$ cat src/rtl/pstprc_pkg.sv
// Shared types and default sizes for the post-processing sequencer.
package pstprc_pkg;

  localparam int unsigned NUM_CH = 12;
  localparam int unsigned WIN_W  = 15;
  localparam int unsigned DPS_W  = 16;
  localparam int unsigned IQ_W   = 64;
  localparam int unsigned CH_W   = 4;

  typedef enum logic [2:0] {
    ST_IDLE,
    ST_LOAD,
    ST_START,
    ST_WAIT,
    ST_PUSH,
    ST_DONE
  } state_t;

  typedef struct packed {
    logic [WIN_W-1:0] winstart;
    logic [WIN_W-1:0] winln;
    logic [DPS_W-1:0] dps;
  } cfg_entry_t;

endpackage

$ cat src/rtl/pstprc_cfg_table.sv
// Per-channel configuration register file: one write port, combinational read.
module pstprc_cfg_table
  import pstprc_pkg::*;
(
  input  logic            clk,
  input  logic            rst_n,
  input  logic            wr_en,
  input  logic [CH_W-1:0] wr_addr,
  input  cfg_entry_t      wr_data,
  input  logic [CH_W-1:0] rd_addr,
  output cfg_entry_t      rd_data
);

  cfg_entry_t entries [NUM_CH];

  // Writes to indices beyond the table are dropped
  always_ff @(posedge clk or negedge rst_n) begin
    if (!rst_n) begin
      for (int i = 0; i < int'(NUM_CH); i++) begin
        entries[i] <= '0;
      end
    end else if (wr_en && (wr_addr < CH_W'(NUM_CH))) begin
      entries[wr_addr] <= wr_data;
    end
  end

  always_comb begin
    rd_data = '0;
    if (rd_addr < CH_W'(NUM_CH)) begin
      rd_data = entries[rd_addr];
    end
  end

endmodule

$ cat src/rtl/pstprc_seq_ctrl.sv
// Walks the channel table per sample trigger, drives Dmod_Seg and pushes
// each IQ result with its channel index into the post-processing FIFO.
module pstprc_seq_ctrl
  import pstprc_pkg::*;
#(
  parameter int unsigned TIMEOUT = 65535
) (
  input  logic             clk,
  input  logic             rst_n,
  input  logic             posedge_sample_trig,
  input  logic [15:0]      cmd_smpl_depth,
  input  logic             pstprc_num_en,
  input  logic [CH_W-1:0]  Pstprc_num,
  input  logic             cfg_wr_en,
  input  logic [CH_W-1:0]  cfg_wr_addr,
  input  logic [WIN_W-1:0] cfg_winstart,
  input  logic [WIN_W-1:0] cfg_winln,
  input  logic [DPS_W-1:0] cfg_dps,
  output logic [WIN_W-1:0] demoWinstart_twelve,
  output logic [WIN_W-1:0] demoWinln_twelve,
  output logic [DPS_W-1:0] Pstprc_DPS_twelve,
  output logic             seg_start,
  input  logic             Pstprc_finish,
  input  logic [IQ_W-1:0]  pstprc_IQ_seq_o,
  output logic             pstprc_fifo_wren,
  output logic [IQ_W-1:0]  pstprc_fifo_din,
  output logic [CH_W-1:0]  pstprc_fifo_ch,
  input  logic             pstprc_fifo_full,
  output logic             busy,
  output logic             frame_done,
  input  logic             err_clr,
  output logic             err_win,
  output logic             err_timeout,
  output logic             trig_overrun
);

  localparam int unsigned TMR_W   = $clog2(TIMEOUT + 1);
  localparam int unsigned DEPTH_W = 16;
  localparam int unsigned CHK_W   = 17;

  state_t            state;
  logic [CH_W-1:0]   num_reg;
  logic [CH_W-1:0]   ch;
  logic [DEPTH_W-1:0] depth_q;
  logic [TMR_W-1:0]  timer;
  logic [IQ_W-1:0]   iq_hold;

  cfg_entry_t        entry;
  cfg_entry_t        wr_entry;
  logic              cfg_we;
  logic              win_bad;
  logic              last_ch;
  logic [CHK_W-1:0]  win_end;
  logic [CH_W-1:0]   num_sat;

  assign cfg_we   = cfg_wr_en && (state == ST_IDLE);
  assign wr_entry = '{winstart: cfg_winstart, winln: cfg_winln, dps: cfg_dps};

  pstprc_cfg_table u_cfg_table (
    .clk     (clk),
    .rst_n   (rst_n),
    .wr_en   (cfg_we),
    .wr_addr (cfg_wr_addr),
    .wr_data (wr_entry),
    .rd_addr (ch),
    .rd_data (entry)
  );

  // Window sum widened so start + length cannot wrap before the depth compare
  always_comb begin
    win_end = CHK_W'(entry.winstart) + CHK_W'(entry.winln);
    win_bad = (entry.winln == '0) || (win_end > CHK_W'(depth_q));
    last_ch = (ch == (num_reg - CH_W'(1)));
    num_sat = (Pstprc_num > CH_W'(NUM_CH)) ? CH_W'(NUM_CH) : Pstprc_num;
  end

  // Outputs are registered alongside the transition into the state they belong to
  always_ff @(posedge clk or negedge rst_n) begin
    if (!rst_n) begin
      state               <= ST_IDLE;
      num_reg             <= '0;
      ch                  <= '0;
      depth_q             <= '0;
      timer               <= '0;
      iq_hold             <= '0;
      demoWinstart_twelve <= '0;
      demoWinln_twelve    <= '0;
      Pstprc_DPS_twelve   <= '0;
      seg_start           <= 1'b0;
      pstprc_fifo_wren    <= 1'b0;
      pstprc_fifo_din     <= '0;
      pstprc_fifo_ch      <= '0;
      busy                <= 1'b0;
      frame_done          <= 1'b0;
      err_win             <= 1'b0;
      err_timeout         <= 1'b0;
      trig_overrun        <= 1'b0;
    end else begin
      seg_start        <= 1'b0;
      pstprc_fifo_wren <= 1'b0;
      frame_done       <= 1'b0;

      // Clear first so a same-cycle set event below takes priority
      if (err_clr) begin
        err_win      <= 1'b0;
        err_timeout  <= 1'b0;
        trig_overrun <= 1'b0;
      end
      if (posedge_sample_trig && (state != ST_IDLE)) begin
        trig_overrun <= 1'b1;
      end

      case (state)
        ST_IDLE: begin
          if (pstprc_num_en) begin
            num_reg <= num_sat;
          end
          if (posedge_sample_trig && (num_reg != '0)) begin
            depth_q <= cmd_smpl_depth;
            ch      <= '0;
            busy    <= 1'b1;
            state   <= ST_LOAD;
          end
        end
        ST_LOAD: begin
          demoWinstart_twelve <= entry.winstart;
          demoWinln_twelve    <= entry.winln;
          Pstprc_DPS_twelve   <= entry.dps;
          if (win_bad) begin
            err_win <= 1'b1;
            if (last_ch) begin
              frame_done <= 1'b1;
              state      <= ST_DONE;
            end else begin
              ch    <= ch + CH_W'(1);
              state <= ST_LOAD;
            end
          end else begin
            seg_start <= 1'b1;
            state     <= ST_START;
          end
        end
        ST_START: begin
          timer <= '0;
          state <= ST_WAIT;
        end
        ST_WAIT: begin
          if (Pstprc_finish) begin
            iq_hold <= pstprc_IQ_seq_o;
            state   <= ST_PUSH;
          end else if (timer == TMR_W'(TIMEOUT - 1)) begin
            err_timeout <= 1'b1;
            frame_done  <= 1'b1;
            state       <= ST_DONE;
          end else begin
            timer <= timer + TMR_W'(1);
          end
        end
        ST_PUSH: begin
          if (!pstprc_fifo_full) begin
            pstprc_fifo_wren <= 1'b1;
            pstprc_fifo_din  <= iq_hold;
            pstprc_fifo_ch   <= ch;
            if (last_ch) begin
              frame_done <= 1'b1;
              state      <= ST_DONE;
            end else begin
              ch    <= ch + CH_W'(1);
              state <= ST_LOAD;
            end
          end
        end
        ST_DONE: begin
          busy  <= 1'b0;
          state <= ST_IDLE;
        end
        default: begin
          state <= ST_IDLE;
        end
      endcase
    end
  end

endmodule

$ cat config.mk
export PLATFORM = sky130hd
export DESIGN_NAME = pstprc_seq_ctrl
export DESIGN_NICKNAME = d
export VERILOG_FILES = /design/src/rtl/pstprc_pkg.sv /design/src/rtl/pstprc_cfg_table.sv /design/src/rtl/pstprc_seq_ctrl.sv
export SDC_FILE = /design/constraint.sdc
export NUM_CORES = 1
export LEC_CHECK = 0
export BUFFER_PORTS_ARGS = -buffer_cell sky130_fd_sc_hd__buf_2
export CORE_ASPECT_RATIO = 0.6
export CORE_UTILIZATION = 55
export CTS_BUF_LIST = sky130_fd_sc_hd__clkbuf_4 sky130_fd_sc_hd__clkbuf_8 sky130_fd_sc_hd__clkbuf_16
export DETAILED_ROUTE_END_ITERATION = 6
export PLACE_DENSITY = 0.74
export SYNTH_ARGS = -nofsm -noshare
export SYNTH_HDL_FRONTEND = slang
export SYNTH_SLANG_ARGS = --single-unit
$ cat constraint.sdc
create_clock -name clk -period 10.7 [get_ports clk]
set_input_delay 1.07 -clock clk [delete_from_list [all_inputs] [get_ports clk]]
set_output_delay 1.07 -clock clk [all_outputs]
set_load 0.02 [all_outputs]
==> results.json <==
{
  "ant_nets": 0,
  "die-area_mm2": 0.0640,
  "comb_power_share_pct": 36.0,
  "seq_power_share_pct": 41.6,
  "cts_hold_buf": 0,
  "r2r-end": "state[2]$_DFFE_PN0P_",
  "fin_crit_sh_pct": 67.6,
  "initial_core_util_pct": 56.3,
  "crit_fanout": 45,
  "place_area_mm2": 0.0367,
  "drive_above_1_share_pct": 49.8,
  "irDropWorstVdd_uv": 159,
  "cts_tree": "yes",
  "largestRegisters": "u_cfg_table.entries: 552 flops, iq_hold: 64 flops, pstprc_fifo_din: 64 flops",
  "power.share.switching_pct": 33.1,
  "seq_area_frac_synth_pct": 56.3,
  "p_leak_nw": 18.7,
  "fmax_mhz": 138,
  "finalHoldViolCount": 0,
  "layout.nets": 2729,
  "finClkSkew_ps": 18.9,
  "setup_viol": 0,
  "cts-root-buf": "clkbuf_16",
  "largest_register_ffs": 552,
  "min_period_ps": 7240,
  "clk_latency_ps": 610,
  "min_to": "demoWinstart_twelve[0]$_DFFE_PN0P_",
  "hpwl_mm": 52.8,
  "syn_area_mm2": 0.0347,
  "grt_max_degree": 181,
  "slew_headroom_pct": 23.8,
  "hold_start": "demoWinstart_twelve[0]$_DFFE_PN0P_",
  "wl_mm": 83.4,
  "post_cts_resized": 0,
  "intPower_mw": 8.10,
  "maxSlewViolCount": 0,
  "dp_slack_ps": 3630,
  "total_power_mw": 12.1,
  "core_mm2": 0.0616,
  "clkSinkCount": 780,
  "synth_edf_count": 0,
  "start_kind": "flop",
  "worst_hold_slack_ps": 472,
  "via_count": 20600,
  "top_register": "u_cfg_table.entries",
  "fillers": 4475,
  "gp_congestion": 0.870,
  "first_global_vias": 21800,
  "syn_nets": 2535,
  "path_clk_slew_ps": 60,
  "critical_path_class": "flop to flop",
  "wl_per_cell_um": 24.2,
  "final_cell_area_mm2": 0.0392,
  "cts_buffers": 73,
  "grt_pass1_wl_mm": 130,
  "drc": 0,
  "synth_seq_cells": 780,
  "tightest_slew_ps": 1140,
  "clkPwrFrac_pct": 22.3,
  "synth_warnings": 0,
  "drtPass1Iterations": 5,
  "syn_inst": 2356,
  "tns_ps": 0,
  "rows": 70,
  "clk_path_buf_depth": 3,
  "h-tree-depth": 3,
  "max_cap_violations": 0,
  "cp_data_required_time_ps": 11180,
  "whs_path_depth": 2,
  "grt_antenna_before_repair": 12,
  "r2r_setup_slack_ps": 3460,
  "reg2reg_from": "ch[3]$_DFFE_PN0P_",
  "track_usage_pct": 26.5,
  "overflow": 0,
  "holdCritPathClass": "flop to flop",
  "fp.dieW_um": 326,
  "cts_setup_buffers": 0,
  "worstPathArrival_ps": 7710,
  "io_pins": 263,
  "power.switching_mw": 4.01,
  "die_h_um": 196,
  "rr_worst_depth": 21,
  "portBuffers": 262,
  "syn_avg_cell_area_um2": 14.7,
  "ys.flop_type": "dfrtp_1",
  "viasPerCell": 5.99,
  "drtIter0Drc": 1506,
  "area_growth_pct": 13.1,
  "async_flop_share_pct": 100,
  "rsz0062_at_grt": "false",
  "run_status": "finished, final reports clean",
  "power_density_mw_per_mm2": 309,
  "fin_ws_ps": 3460,
  "ys_types": 59,
  "endpoint_kind": "flop"
}
==> cell usage in the layout (no fill, tap or decap), types with 34 or more instances in the layout <==
master	n
nor2_1	42
nand2_1	154
inv_1	34
dfrtp_1	776
ha_1	36
a21oi_1	38
mux2_2	703
o21ai_0	40
mux4_2	138
mux2i_1	34
clkbuf_16	77
buf_2	261
==> through the flow <==
| stage | utilization [%] | cells |
|---|---|---|
| after floorplan | - | 2356 |
| after global placement | 59.5 | 3303 |
| after detailed placement | 59.5 | 3303 |
| after CTS | 63.6 | 3433 |
| after global routing | 63.6 | 3438 |
| final | 63.7 | 3442 |
==> cell families (layout without fill, tap and decap cells) <==
| logic type | after synthesis | after routing | synth area share (%) |
|---|---|---|---|
| AO/OA/AOI/OAI | 143 | 143 | 2.64 |
| AND/OR/NAND/NOR | 276 | 276 | 3.52 |
| XOR/XNOR | 31 | 31 | 0.784 |
| adder cells (fa/ha/maj) | 37 | 37 | 1.36 |
| flip-flops | 780 | 780 | 56.3 |
| other | 0 | 9 | 0 |
| buffers and inverters | 212 | 461 | 2.51 |
| multiplexers | 877 | 877 | 32.9 |
==> worst max-delay path by stage <==
stage	from	to	cells past startpoint
detailed placement	ch[0]$_DFFE_PN0P_	state[2]$_DFFE_PN0P_	21
global placement	ch[0]$_DFFE_PN0P_	state[2]$_DFFE_PN0P_	21
finish	ch[3]$_DFFE_PN0P_	state[2]$_DFFE_PN0P_	21
floorplan	ch[0]$_DFFE_PN0P_	ch[0]$_DFFE_PN0P_	25
CTS	ch[0]$_DFFE_PN0P_	state[2]$_DFFE_PN0P_	21
global route	ch[0]$_DFFE_PN0P_	state[2]$_DFFE_PN0P_	21
==> cells in the mapped netlist (4+ instances only) <==
cell,n,area share (%)
clkbuf_1,121,1.3
nor3_1,10,0.14
nor4_1,6,0.11
buf_1,13,0.14
mux2i_1,34,0.98
dfrtp_1,780,56
nand3_1,8,0.12
and3_1,4,0.072
xor2_1,14,0.35
o2bb2ai_1,15,0.38
buf_2,40,0.58
inv_1,34,0.37
ha_1,36,1.3
nand2_1,161,1.7
o21ai_0,40,0.58
nand4_1,9,0.16
a21o_1,11,0.24
mux2_2,703,23
or3_1,5,0.090
nor2_1,44,0.48
a31oi_1,4,0.072
and2_1,4,0.072
a22oi_1,12,0.26
a21oi_1,38,0.55
nor2b_1,9,0.16
o22ai_1,4,0.072
xnor2_1,17,0.43
mux4_2,138,9.0
nor3b_1,4,0.087
==> power by group through the flow <==
| stage | combinational, mW | sequential (mW) | clock (mW) |
|---|---|---|---|
| 2_1_floorplan | 3.11 | 4.91 | 0 |
| 3_3_place_gp | 4.15 | 4.97 | 0 |
| 3_5_place_dp | 4.32 | 5.07 | 0 |
| 4_1_cts | 4.35 | 5.03 | 2.76 |
| 5_1_grt | 4.69 | 5.20 | 2.88 |
| 6_report | 4.36 | 5.04 | 2.71 |
==> worst max-delay path, stage by stage (launching register included) <==
cell      delay, ps
dfrtp_4         930
buf_4           750
nor2b_4         310
a21oi_1         380
inv_1           160
fa_1            470
a21o_1          170
a21oi_1         230
nor2b_1          80
o21a_1          200
o311ai_0        500
a31oi_1         280
xnor2_1         210
ha_1            210
a21o_1          180
a21o_1          170
a21oi_1         120
o21ai_0          90
o21ai_0         660
o21ai_0         480
a21oi_1         310
o221ai_1        150
==> metal layers <==
layer | vias to the layer above | wire length [um] | GRT usage [%] | part of all wire (%)
met5 | - | 35 | 0 | 0.042
met3 | 116 | 5610 | 6.23 | 6.7
li1 | 8951 | - | - | -
met4 | 6 | 1570 | 7.11 | 1.9
met1 | 11000 | 36900 | 38.3 | 44
met2 | 563 | 39200 | 40.6 | 47
==> area by class of cell <==
cell class,count,area (um^2),share of cell area (%)
diodes,9,22.5,0.0575
repair buffers,297,1620,4.14
inverters,34,128,0.326
clock buffers,106,2260,5.77
well taps,828,1040,2.64
clock inverters,24,256,0.654
multi-input cells,1364,14300,36.6
flip-flops and latches,780,19500,49.8
Note: power is estimated with default switching activity, not from simulation.
